**config.mk**
```make
export PLATFORM = sky130hd
export DESIGN_NAME = jtcop_gfxarb_flat
export DESIGN_NICKNAME = d
export VERILOG_FILES = /design/src/rtl/jtcop_gfxarb_if.sv /design/src/rtl/jtcop_gfxarb.sv /design/src/flat_wrapper.sv
export SDC_FILE = /design/constraint.sdc
export NUM_CORES = 1
export LEC_CHECK = 0
export BUFFER_PORTS_ARGS = -buffer_cell sky130_fd_sc_hd__buf_4
export CAP_MARGIN = 20
export CORE_ASPECT_RATIO = 1.1
export CORE_MARGIN = 4
export CORE_UTILIZATION = 52
export DETAILED_ROUTE_END_ITERATION = 6
export PLACE_DENSITY = 0.81
export SLEW_MARGIN = 10
export SYNTH_ARGS = -nofsm -noshare
export SYNTH_HDL_FRONTEND = slang
export SYNTH_SLANG_ARGS = --single-unit
```
**constraint.sdc**
```tcl
create_clock -name clk -period 2.6 [get_ports clk]
set_input_delay 0.65 -clock clk [delete_from_list [all_inputs] [get_ports clk]]
set_output_delay 0.65 -clock clk [all_outputs]
set_load 0.1 [all_outputs]
```
**src/rtl/jtcop_gfxarb_if.sv**
```systemverilog
// jtcop_gfxarb_if: client, SDRAM and status signals of the graphics ROM arbiter.
// slave is the arbiter's view; master is the view of the fetchers, SDRAM controller and status reader.
interface jtcop_gfxarb_if #(
  parameter int AW  = 18,
  parameter int SAW = 22,
  parameter int DW  = 32
);
  logic [3:0]     c_cs;
  logic [AW-1:0]  c_addr0, c_addr1, c_addr2, c_addr3;
  logic [DW-1:0]  c_data;
  logic [3:0]     c_ok;
  logic           sdram_cs;
  logic [SAW-1:0] sdram_addr;
  logic [DW-1:0]  sdram_data;
  logic           sdram_ok;
  logic [2:0]     st_addr;
  logic [7:0]     st_dout;
  modport slave (
    input  c_cs, c_addr0, c_addr1, c_addr2, c_addr3, sdram_data, sdram_ok, st_addr,
    output c_data, c_ok, sdram_cs, sdram_addr, st_dout
  );
  modport master (
    output c_cs, c_addr0, c_addr1, c_addr2, c_addr3, sdram_data, sdram_ok, st_addr,
    input  c_data, c_ok, sdram_cs, sdram_addr, st_dout
  );
endinterface

```
**src/rtl/jtcop_gfxarb.sv**
```systemverilog
// jtcop_gfxarb: round-robin SDRAM read arbiter for four graphics ROM clients, each with a one-entry cache.
// Define JTCOP_GFXARB_STATS_EN to add per-client grant counters readable at st_addr 4..7.
module jtcop_gfxarb #(
  parameter int             AW   = 18,
  parameter int             SAW  = 22,
  parameter int             DW   = 32,
  parameter logic [SAW-1:0] OFF0 = '0,
  parameter logic [SAW-1:0] OFF1 = '0,
  parameter logic [SAW-1:0] OFF2 = '0,
  parameter logic [SAW-1:0] OFF3 = '0,
  parameter int             TOUT = 63
) (
  input  logic clk,
  input  logic rst_n,
  jtcop_gfxarb_if.slave bus
);
  typedef enum logic [2:0] {IDLE = 3'b001, WAIT = 3'b010, DONE = 3'b100} state_t;
  localparam int TW = $clog2(TOUT + 1);
  localparam logic [TW-1:0] TLAST = TW'(TOUT - 1);
  localparam logic [3:0][SAW-1:0] OFFS = {OFF3, OFF2, OFF1, OFF0};
  state_t              state_q, state_d;
  logic [1:0]          ptr_q, ptr_d, id_q, id_d, g;
  logic [AW-1:0]       addr_q, addr_d;
  logic                sdram_cs_q, sdram_cs_d;
  logic [SAW-1:0]      sdram_addr_q, sdram_addr_d;
  logic [TW-1:0]       tcnt_q, tcnt_d;
  logic [7:0]          tout_q, tout_d, st_dout_q, st_dout_d, stat;
  logic [3:0]          valid_q, valid_d, ok_q, ok_d, miss;
  logic [3:0][AW-1:0]  tag_q, tag_d, ca;
  logic [3:0][DW-1:0]  data_q, data_d;
  logic [DW-1:0]       c_data_q, c_data_d;
  assign ca = {bus.c_addr3, bus.c_addr2, bus.c_addr1, bus.c_addr0};
  // Lookup, circular priority search from the pointer, and the lowest-index data mux
  always_comb begin
    ok_d = '0;
    for (int i = 0; i < 4; i++) ok_d[i] = bus.c_cs[i] && valid_q[i] && tag_q[i] == ca[i];
    miss = bus.c_cs & ~ok_d;
    g = ptr_q;
    for (int j = 3; j >= 0; j--) if (miss[ptr_q + 2'(j)]) g = ptr_q + 2'(j);
    c_data_d = c_data_q;
    for (int i = 3; i >= 0; i--) if (ok_d[i]) c_data_d = data_q[i];
  end
  always_comb begin
    state_d      = state_q;
    ptr_d        = ptr_q;
    id_d         = id_q;
    addr_d       = addr_q;
    sdram_cs_d   = sdram_cs_q;
    sdram_addr_d = sdram_addr_q;
    tcnt_d       = tcnt_q;
    tout_d       = tout_q;
    valid_d      = valid_q;
    tag_d        = tag_q;
    data_d       = data_q;
    case (state_q)
      IDLE: if (|miss) begin
        state_d      = WAIT;
        sdram_cs_d   = 1'b1;
        sdram_addr_d = OFFS[g] + SAW'(ca[g]);
        id_d         = g;
        addr_d       = ca[g];
        ptr_d        = g + 2'd1;
        tcnt_d       = '0;
      end
      WAIT: if (bus.sdram_ok) begin
        valid_d[id_q] = 1'b1;
        tag_d[id_q]   = addr_q;
        data_d[id_q]  = bus.sdram_data;
        sdram_cs_d    = 1'b0;
        state_d       = DONE;
      end else if (tcnt_q == TLAST) begin
        sdram_cs_d = 1'b0;
        state_d    = DONE;
        tout_d     = tout_q + {7'd0, tout_q != 8'hff};
      end else begin
        tcnt_d = tcnt_q + 1'b1;
      end
      DONE:    state_d = IDLE;
      default: state_d = IDLE;
    endcase
    st_dout_d = bus.st_addr == 3'd0 ? {5'd0, state_q} :
                bus.st_addr == 3'd1 ? {6'd0, ptr_q} :
                bus.st_addr == 3'd2 ? tout_q : stat;
  end
`ifdef JTCOP_GFXARB_STATS_EN
  logic [3:0][7:0] gcnt_q, gcnt_d;
  always_comb begin
    gcnt_d = gcnt_q;
    if (state_q == IDLE && |miss) gcnt_d[g] = gcnt_q[g] + 8'd1;
  end
  always_ff @(posedge clk or negedge rst_n)
    if (!rst_n) gcnt_q <= '0;
    else gcnt_q <= gcnt_d;
  assign stat = bus.st_addr[2] ? gcnt_q[bus.st_addr[1:0]] : 8'hff;
`else
  assign stat = 8'hff;
`endif
  always_ff @(posedge clk or negedge rst_n) begin
    if (!rst_n) begin
      state_q      <= IDLE;
      ptr_q        <= '0;
      id_q         <= '0;
      addr_q       <= '0;
      sdram_cs_q   <= 1'b0;
      sdram_addr_q <= '0;
      tcnt_q       <= '0;
      tout_q       <= '0;
      valid_q      <= '0;
      tag_q        <= '0;
      data_q       <= '0;
      ok_q         <= '0;
      c_data_q     <= '0;
      st_dout_q    <= '0;
    end else begin
      state_q      <= state_d;
      ptr_q        <= ptr_d;
      id_q         <= id_d;
      addr_q       <= addr_d;
      sdram_cs_q   <= sdram_cs_d;
      sdram_addr_q <= sdram_addr_d;
      tcnt_q       <= tcnt_d;
      tout_q       <= tout_d;
      valid_q      <= valid_d;
      tag_q        <= tag_d;
      data_q       <= data_d;
      ok_q         <= ok_d;
      c_data_q     <= c_data_d;
      st_dout_q    <= st_dout_d;
    end
  end
  assign bus.c_data     = c_data_q;
  assign bus.c_ok       = ok_q;
  assign bus.sdram_cs   = sdram_cs_q;
  assign bus.sdram_addr = sdram_addr_q;
  assign bus.st_dout    = st_dout_q;
endmodule

```
**src/flat_wrapper.sv**
```systemverilog
// flat-port wrapper written by rule: the top's interface ports become plain ports
module jtcop_gfxarb_flat 
#(
  parameter int             AW   = 18,
  parameter int             SAW  = 22,
  parameter int             DW   = 32,
  parameter logic [SAW-1:0] OFF0 = '0,
  parameter logic [SAW-1:0] OFF1 = '0,
  parameter logic [SAW-1:0] OFF2 = '0,
  parameter logic [SAW-1:0] OFF3 = '0,
  parameter int             TOUT = 63
)
  (clk, rst_n, bus_c_cs, bus_c_addr0, bus_c_addr1, bus_c_addr2, bus_c_addr3, bus_sdram_data, bus_sdram_ok, bus_st_addr, bus_c_data, bus_c_ok, bus_sdram_cs, bus_sdram_addr, bus_st_dout);
  jtcop_gfxarb_if #(.AW(AW), .SAW(SAW), .DW(DW)) bus_i ();
  input  logic clk;
  input  logic rst_n;
  input wire logic [$bits(bus_i.c_cs)-1:0] bus_c_cs;
  input wire logic [$bits(bus_i.c_addr0)-1:0] bus_c_addr0;
  input wire logic [$bits(bus_i.c_addr1)-1:0] bus_c_addr1;
  input wire logic [$bits(bus_i.c_addr2)-1:0] bus_c_addr2;
  input wire logic [$bits(bus_i.c_addr3)-1:0] bus_c_addr3;
  input wire logic [$bits(bus_i.sdram_data)-1:0] bus_sdram_data;
  input wire logic [$bits(bus_i.sdram_ok)-1:0] bus_sdram_ok;
  input wire logic [$bits(bus_i.st_addr)-1:0] bus_st_addr;
  output wire logic [$bits(bus_i.c_data)-1:0] bus_c_data;
  output wire logic [$bits(bus_i.c_ok)-1:0] bus_c_ok;
  output wire logic [$bits(bus_i.sdram_cs)-1:0] bus_sdram_cs;
  output wire logic [$bits(bus_i.sdram_addr)-1:0] bus_sdram_addr;
  output wire logic [$bits(bus_i.st_dout)-1:0] bus_st_dout;
  assign bus_i.c_cs = bus_c_cs;
  assign bus_i.c_addr0 = bus_c_addr0;
  assign bus_i.c_addr1 = bus_c_addr1;
  assign bus_i.c_addr2 = bus_c_addr2;
  assign bus_i.c_addr3 = bus_c_addr3;
  assign bus_i.sdram_data = bus_sdram_data;
  assign bus_i.sdram_ok = bus_sdram_ok;
  assign bus_i.st_addr = bus_st_addr;
  assign bus_c_data = bus_i.c_data;
  assign bus_c_ok = bus_i.c_ok;
  assign bus_sdram_cs = bus_i.sdram_cs;
  assign bus_sdram_addr = bus_i.sdram_addr;
  assign bus_st_dout = bus_i.st_dout;
  jtcop_gfxarb #(.AW(AW), .SAW(SAW), .DW(DW), .OFF0(OFF0), .OFF1(OFF1), .OFF2(OFF2), .OFF3(OFF3), .TOUT(TOUT)) u_core (.clk(clk), .rst_n(rst_n), .bus(bus_i));
endmodule
```
## Word-level counts from Yosys, hierarchy flattened

Index checks and enable logic that the tools add are counted.

| word-level totals | value |
|---|---|
| register bits after elaboration | 310 |
| logic and storage cells | 114 |
| bits of input ports | 114 |

| operators by class | value |
|---|---|
| eq/ne operators | 14 |
| add/subtract/negate cells | 7 |
| order comparisons | 7 |
| bitwise operators | 4 |
| mux-type cells | 43 |
| reduce and logical (&&, ||, !) cells | 19 |

Operators with widths:

| cell | number |
|---|---|
| $mux W32 | 5 |
| $bwmux W128 | 1 |
| $bwmux W72 | 1 |
| $eq A18 B18 Y1 | 4 |
| $demux W32 S2 | 1 |
| $bmux W22 S2 | 1 |
| $bmux W18 S2 | 1 |
| $demux W18 S2 | 1 |
| $mux W18 | 2 |
| $mux W8 | 3 |
| $add A22 B18 Y22 | 1 |
| $mux W22 | 1 |
| $lt A2 B3 Y1 const B | 6 |
| $mux W6 | 3 |
| $pmux W6 S2 | 1 |
| $logic_and A1 B1 Y1 | 9 |
| $mux W3 | 3 |
| $add A8 B1 Y8 | 1 |
| $bmux W1 S2 | 4 |
| $mux W1 | 8 |
| $mux W2 | 4 |
| $ne A8 B8 Y1 const B | 1 |
| $add A6 B1 Y6 const B | 1 |
| $eq A3 B1 Y1 const B | 2 |
| 22 further kinds | 29 |

## Logic depth before layout (Yosys ltp)

| logic depth | value |
|---|---|
| depth in word-level cells | 13 |
| depth in mapped cells | 12 |
| depth with buffers taken out | 9 |

## Worst setup path before layout

No wires, ideal clock.

| timing | value |
|---|---|
| path kind | input to register |
| from | input bus_c_addr2[13] |
| to | register u_core.sdram_addr_q[10], in the netlist u_core.bus.sdram_addr[10] |
| path slack | -261 ps |
| arrival | 2,740 ps |
| path buffers | 2 |
| stages | 11 |
| required time | 2,480 ps |
| cell sequence | xor2_1 nor4_1 nand2_1 or3_1 buf_2 a32oi_1 o22a_2 nand2_4 buf_6 mux2_4 o211a_1 |

| between the ends | value |
|---|---|
| cells in the longest elaborated chain, start to end | 13 |
| elaborated cells on any way between the ends | 23 |
| those cells by class | add/sub (1); eq/ne (1); mux (16); bitwise (2); reduce/logical (3) |

RTL lines:

| item | RTL line | RTL |
|---|---|---|
| start: declaration | flat_wrapper.sv:20 | `input wire logic [$bits(bus_i.c_addr2)-1:0] bus_c_addr2;` |
| $eq A18 B18 Y1 (*) | jtcop_gfxarb.sv:36 | `for (int i = 0; i < 4; i++) ok_d[i] = bus.c_cs[i] && valid_q[i] && tag_q[i] == ca[i];` |
| $logic_and A1 B1 Y1 (*) | jtcop_gfxarb.sv:36 |  |
| $not A4 Y4 (*) | jtcop_gfxarb.sv:37 | `miss = bus.c_cs & ~ok_d;` |
| $and A4 B4 Y4 (*) | jtcop_gfxarb.sv:37 |  |
| $bmux W1 S2 | jtcop_gfxarb.sv:39 | `for (int j = 3; j >= 0; j--) if (miss[ptr_q + 2'(j)]) g = ptr_q + 2'(j);` |
| $mux W1 (implied by the code) | jtcop_gfxarb.sv:39 |  |
| $mux W2 (4 in a row) | jtcop_gfxarb.sv:39 |  |
| $bmux W22 S2 or $bmux W18 S2 (tied branches) | jtcop_gfxarb.sv:59 | `sdram_addr_d = OFFS[g] + SAW'(ca[g]);` |
| $mux W22 (implied by the code) or $mux W18 (tied branches) | jtcop_gfxarb.sv:59 |  |
| $add A22 B18 Y22 | jtcop_gfxarb.sv:59 |  |
| end signal: assignment | jtcop_gfxarb.sv:120 | `sdram_addr_q <= sdram_addr_d;` |
| end: declaration | jtcop_gfxarb.sv:25 | `logic [SAW-1:0] sdram_addr_q, sdram_addr_d;` |

Mark *: on every way between the ends. The rest lies on a longest branch, timed or not. The select of a mux whose other input is x is not followed.
A chain may end at the register's enable or synchronous reset.

## Worst setup path in the final report

| timing | value |
|---|---|
| from | register u_core.tag_q[62] (netlist name) |
| to | register u_core.sdram_addr_q[0], in the netlist u_core.bus.sdram_addr[0] |

| between the ends | value |
|---|---|
| cells in the longest elaborated chain, start to end | 13 |
| elaborated cells on any way between the ends | 23 |
| those cells by class | add/sub (1); eq/ne (1); mux (16); bitwise (2); reduce/logical (3) |

RTL lines:

| item | RTL line | RTL |
|---|---|---|
| start: declaration | jtcop_gfxarb.sv:29 | `logic [3:0][AW-1:0] tag_q, tag_d, ca;` |
| start signal: assignment | jtcop_gfxarb.sv:124 | `tag_q <= tag_d;` |
| $eq A18 B18 Y1 (*) | jtcop_gfxarb.sv:36 |  |
| $logic_and A1 B1 Y1 (*) | jtcop_gfxarb.sv:36 |  |
| $not A4 Y4 (*) | jtcop_gfxarb.sv:37 |  |
| $and A4 B4 Y4 (*) | jtcop_gfxarb.sv:37 |  |
| $bmux W1 S2 | jtcop_gfxarb.sv:39 |  |
| $mux W1 (implied by the code) | jtcop_gfxarb.sv:39 |  |
| $mux W2 (4 in a row) | jtcop_gfxarb.sv:39 |  |
| $bmux W22 S2 or $bmux W18 S2 (tied branches) | jtcop_gfxarb.sv:59 |  |
| $mux W22 (implied by the code) or $mux W18 (tied branches) | jtcop_gfxarb.sv:59 |  |
| $add A22 B18 Y22 | jtcop_gfxarb.sv:59 |  |

Marks and branches as above.

==> metrics <==
Multi-input gate area 0.00614 mm^2; Port Buffer Count 176; setup ws final -0.105 ns; Flop pwr share 39.9%; cell taking the most area after synthesis dfrtp_1; initial DRC count 542; gr usage total 23.2%; die area 0.0286 mm^2; sequential fraction of the synthesis area 53.3%; largest net degree at the start of global routing 80; Diodes inserted 0; RSZ-0062 raised after global routing true; initial antenna violation count 0; Synth top area share 53.1%; grt met1 use 30.2%; failing checks negative setup slack; Min-Delay Path Class in2async; vias per inst 5.73; synthesized area 0.0135 mm^2; Num Clock Sinks 288; EDFF count, synth 0; layout cell share with drive strength beyond 1 43.1%; cell at the root of the clock tree clkbuf_16; max cap viols 0; final wirelength 33600 um; Tot Pwr 18.8 mW; vias 9689; Int Power 12.2 mW; Final Cell Area 0.0170 mm^2; NumNets Final 1440; CP endpoint kind register; drc violations 0; GR peak layer met2; end of the critical path u_core.bus.sdram_addr[0]; clock transition at the registers of the reported paths 0.06 ns; Hold-fix buffers, CTS 0; final cell count without fillers 1691; Yosys reg bits 288; FFs w/ async S/R, synth 100%; dpl cell area 0.0158 mm^2; arrival time of the worst setup path 3.12 ns; achievable frequency 370 MHz; final hold vios 0; critical path peak fanout 10; met3 Resource Use GR 3.80%; Final Setup Violations 21; Post-Syn Instances 1090; Top Ports 181; core area 0.0254 mm^2; Startpoint Class register; LEAKAGE 8.21 nW; Tightest Pin Transition 0.699 ns; period utilisation layout 104%; Switch Pwr 6.54 mW; GRT met2 Usage 40.0%; count of pins over their slew limit 0; Row Count 61; die height 177 um; RR Startpoint u_core.tag_q[62]; placed instance count 1630; Avg Cell Area, Syn 12.4 um^2; clk_lat worst skew 0.54 ns; synth-to-layout area growth 25.8%; combinational share of power 36.1%; reg2reg end u_core.bus.sdram_addr[0]; Clock Tree Buf Depth 3; antenna-violating nets left 0; DP Wirelength 23300 um; H-tree depth 1; minimum clock period 2.70 ns; WS Path Type reg2reg; clk_skew 0.0210 ns; yosys warns 0; Critical Path Start u_core.tag_q[62]; vias in the first global route 10100; setup_tns -1.58 ns; Worst R2R Setup Slack -0.10 ns; CTS tree yes; initial core utilization 53.2%; PD cells 1110 mW/mm^2; Crit path required time 3.01 ns; status complete, but fails checks; grt total ovfl 0; drt wl/cell 19.9 um; clock network power share 23.9%; Worst IR Drop VDD 1740 uV; layout filler cell count 1842; synth unique cells 50; switching share of power 34.8%; Chip Width 162 um; register area 0.00721 mm^2; R2R cell count 9; cts bufs inserted 30; Area contributors post-synth dfrtp_1 53%, mux2_2 18%, xor2_1 4.9%; first-pass GRT wire length 53200 um; Max-Slew Margin vs Limit 53.4%; Top FF cell, synth dfrtp_1; fin util 66.9%; DRT Pass-1 Iters 5; gpl congestion 0.893
worst min-delay path by stage:
stage / startpoint / end / slack (ns)
4_1_cts: rst_n / u_core.tag_q[41] / 0.09
6_report: rst_n / u_core.tag_q[50] / 0.05
2_1_floorplan: rst_n / u_core.bus.c_data[0] / 0.35
3_5_place_dp: u_core.valid_q[3] / u_core.valid_q[3] / 0.46
3_3_place_gp: u_core.valid_q[2] / u_core.valid_q[2] / 0.45
5_1_grt: rst_n / u_core.tag_q[52] / 0.08
flip-flops by register name, indices dropped and copies added (netlist names):
name	count
u_core.id_q	2
u_core.data_q	128
u_core.tcnt_q	6
u_core.bus.st_dout	8
u_core.state_q	3
u_core.bus.sdram_addr	18
u_core.ptr_q	2
u_core.bus.sdram_cs	1
u_core.bus.c_ok	4
u_core.tag_q	72
u_core.valid_q	4
u_core.tout_q	8
u_core.bus.c_data	32
synth_stat cells, types with 6 or more instances:
| cell | number |
|---|---|
| xor2_1 | 75 |
| nand4_1 | 14 |
| o21a_1 | 33 |
| mux2_2 | 212 |
| o211a_1 | 18 |
| nand2b_1 | 12 |
| a221o_1 | 18 |
| dfrtp_1 | 287 |
| buf_2 | 6 |
| nand2_1 | 86 |
| o21ai_0 | 43 |
| and2_1 | 21 |
| or2_2 | 21 |
| o211ai_1 | 32 |
| inv_1 | 9 |
| mux2i_1 | 32 |
| mux2_4 | 10 |
| a21oi_1 | 6 |
| nor2_1 | 15 |
| clkbuf_1 | 50 |
| xnor2_1 | 7 |
| nor4_1 | 34 |
cell families after synthesis:
group	synth area share (%)
fa+ha+maj	0.370
other cells	0.0277
buf+inv	2.33
mux	21.2
simple gates	8.51
xor+xnor	5.31
flops	53.3
compound gates	8.89
per-layer routing:
metal / part of all wire, % / up-vias
li1: - / 4368
met5: 0 / -
met1: 41 / 4913
met3: 6.1 / 82
met2: 49 / 326
met4: 3.4 / 0
critical path: stages, from the launching register on:
cell	delay, ns
dfrtp_1	0.39
xor2_1	0.18
or3_1	0.45
o31ai_4	0.37
a22oi_1	0.11
o22a_2	0.26
nand2_4	0.12
buf_12	0.16
mux2_2	0.34
o211a_1	0.20
cells in the final DEF, fill, tap and decap left out, types with 20 or more instances in the layout:
cell,count
clkbuf_16,32
nand2_1,85
nor4_1,29
o21ai_0,41
buf_4,248
and2_1,20
dfrtp_1,287
mux2i_1,32
or2_2,21
mux2_2,212
o21a_1,33
xor2_1,71
o211ai_1,32
what timing repair did:
item,4_1_cts,5_1_grt
gates resized for setup,8,15
cloned,0,2
pin swaps,5,12
endpoints found under the setup margin,63,59
setup buffers,1,3
final cells by class:
cell class / instances / area share [%]
inverters: 9 / 0.199
repair buffers: 262 / 12.4
flip-flops and latches: 288 / 42.4
well taps: 346 / 2.55
clock buffers: 46 / 5.37
clock inverters: 9 / 0.905
multi-input cells: 731 / 36.1
per-stage QoR:
step	worst slack, ns	hold WS, ns
2_1_floorplan	-0.227	0.354
6_report	-0.105	0.0490
3_3_place_gp	-0.584	0.449
3_5_place_dp	-0.590	0.460
4_1_cts	-0.0784	0.0903
5_1_grt	-0.184	0.0825
power groups by stage:
| stage | Combinational, mW | Sequential, mW | Clock [mW] |
|---|---|---|---|
| 2_1_floorplan | 3.60 | 8.25 | 0 |
| 3_3_place_gp | 6.31 | 7.43 | 0 |
| 3_5_place_dp | 6.50 | 7.53 | 0 |
| 4_1_cts | 6.56 | 7.47 | 4.58 |
| 5_1_grt | 7.25 | 7.69 | 4.78 |
| 6_report | 6.79 | 7.50 | 4.49 |
Note: power is estimated with default switching activity, not from simulation.
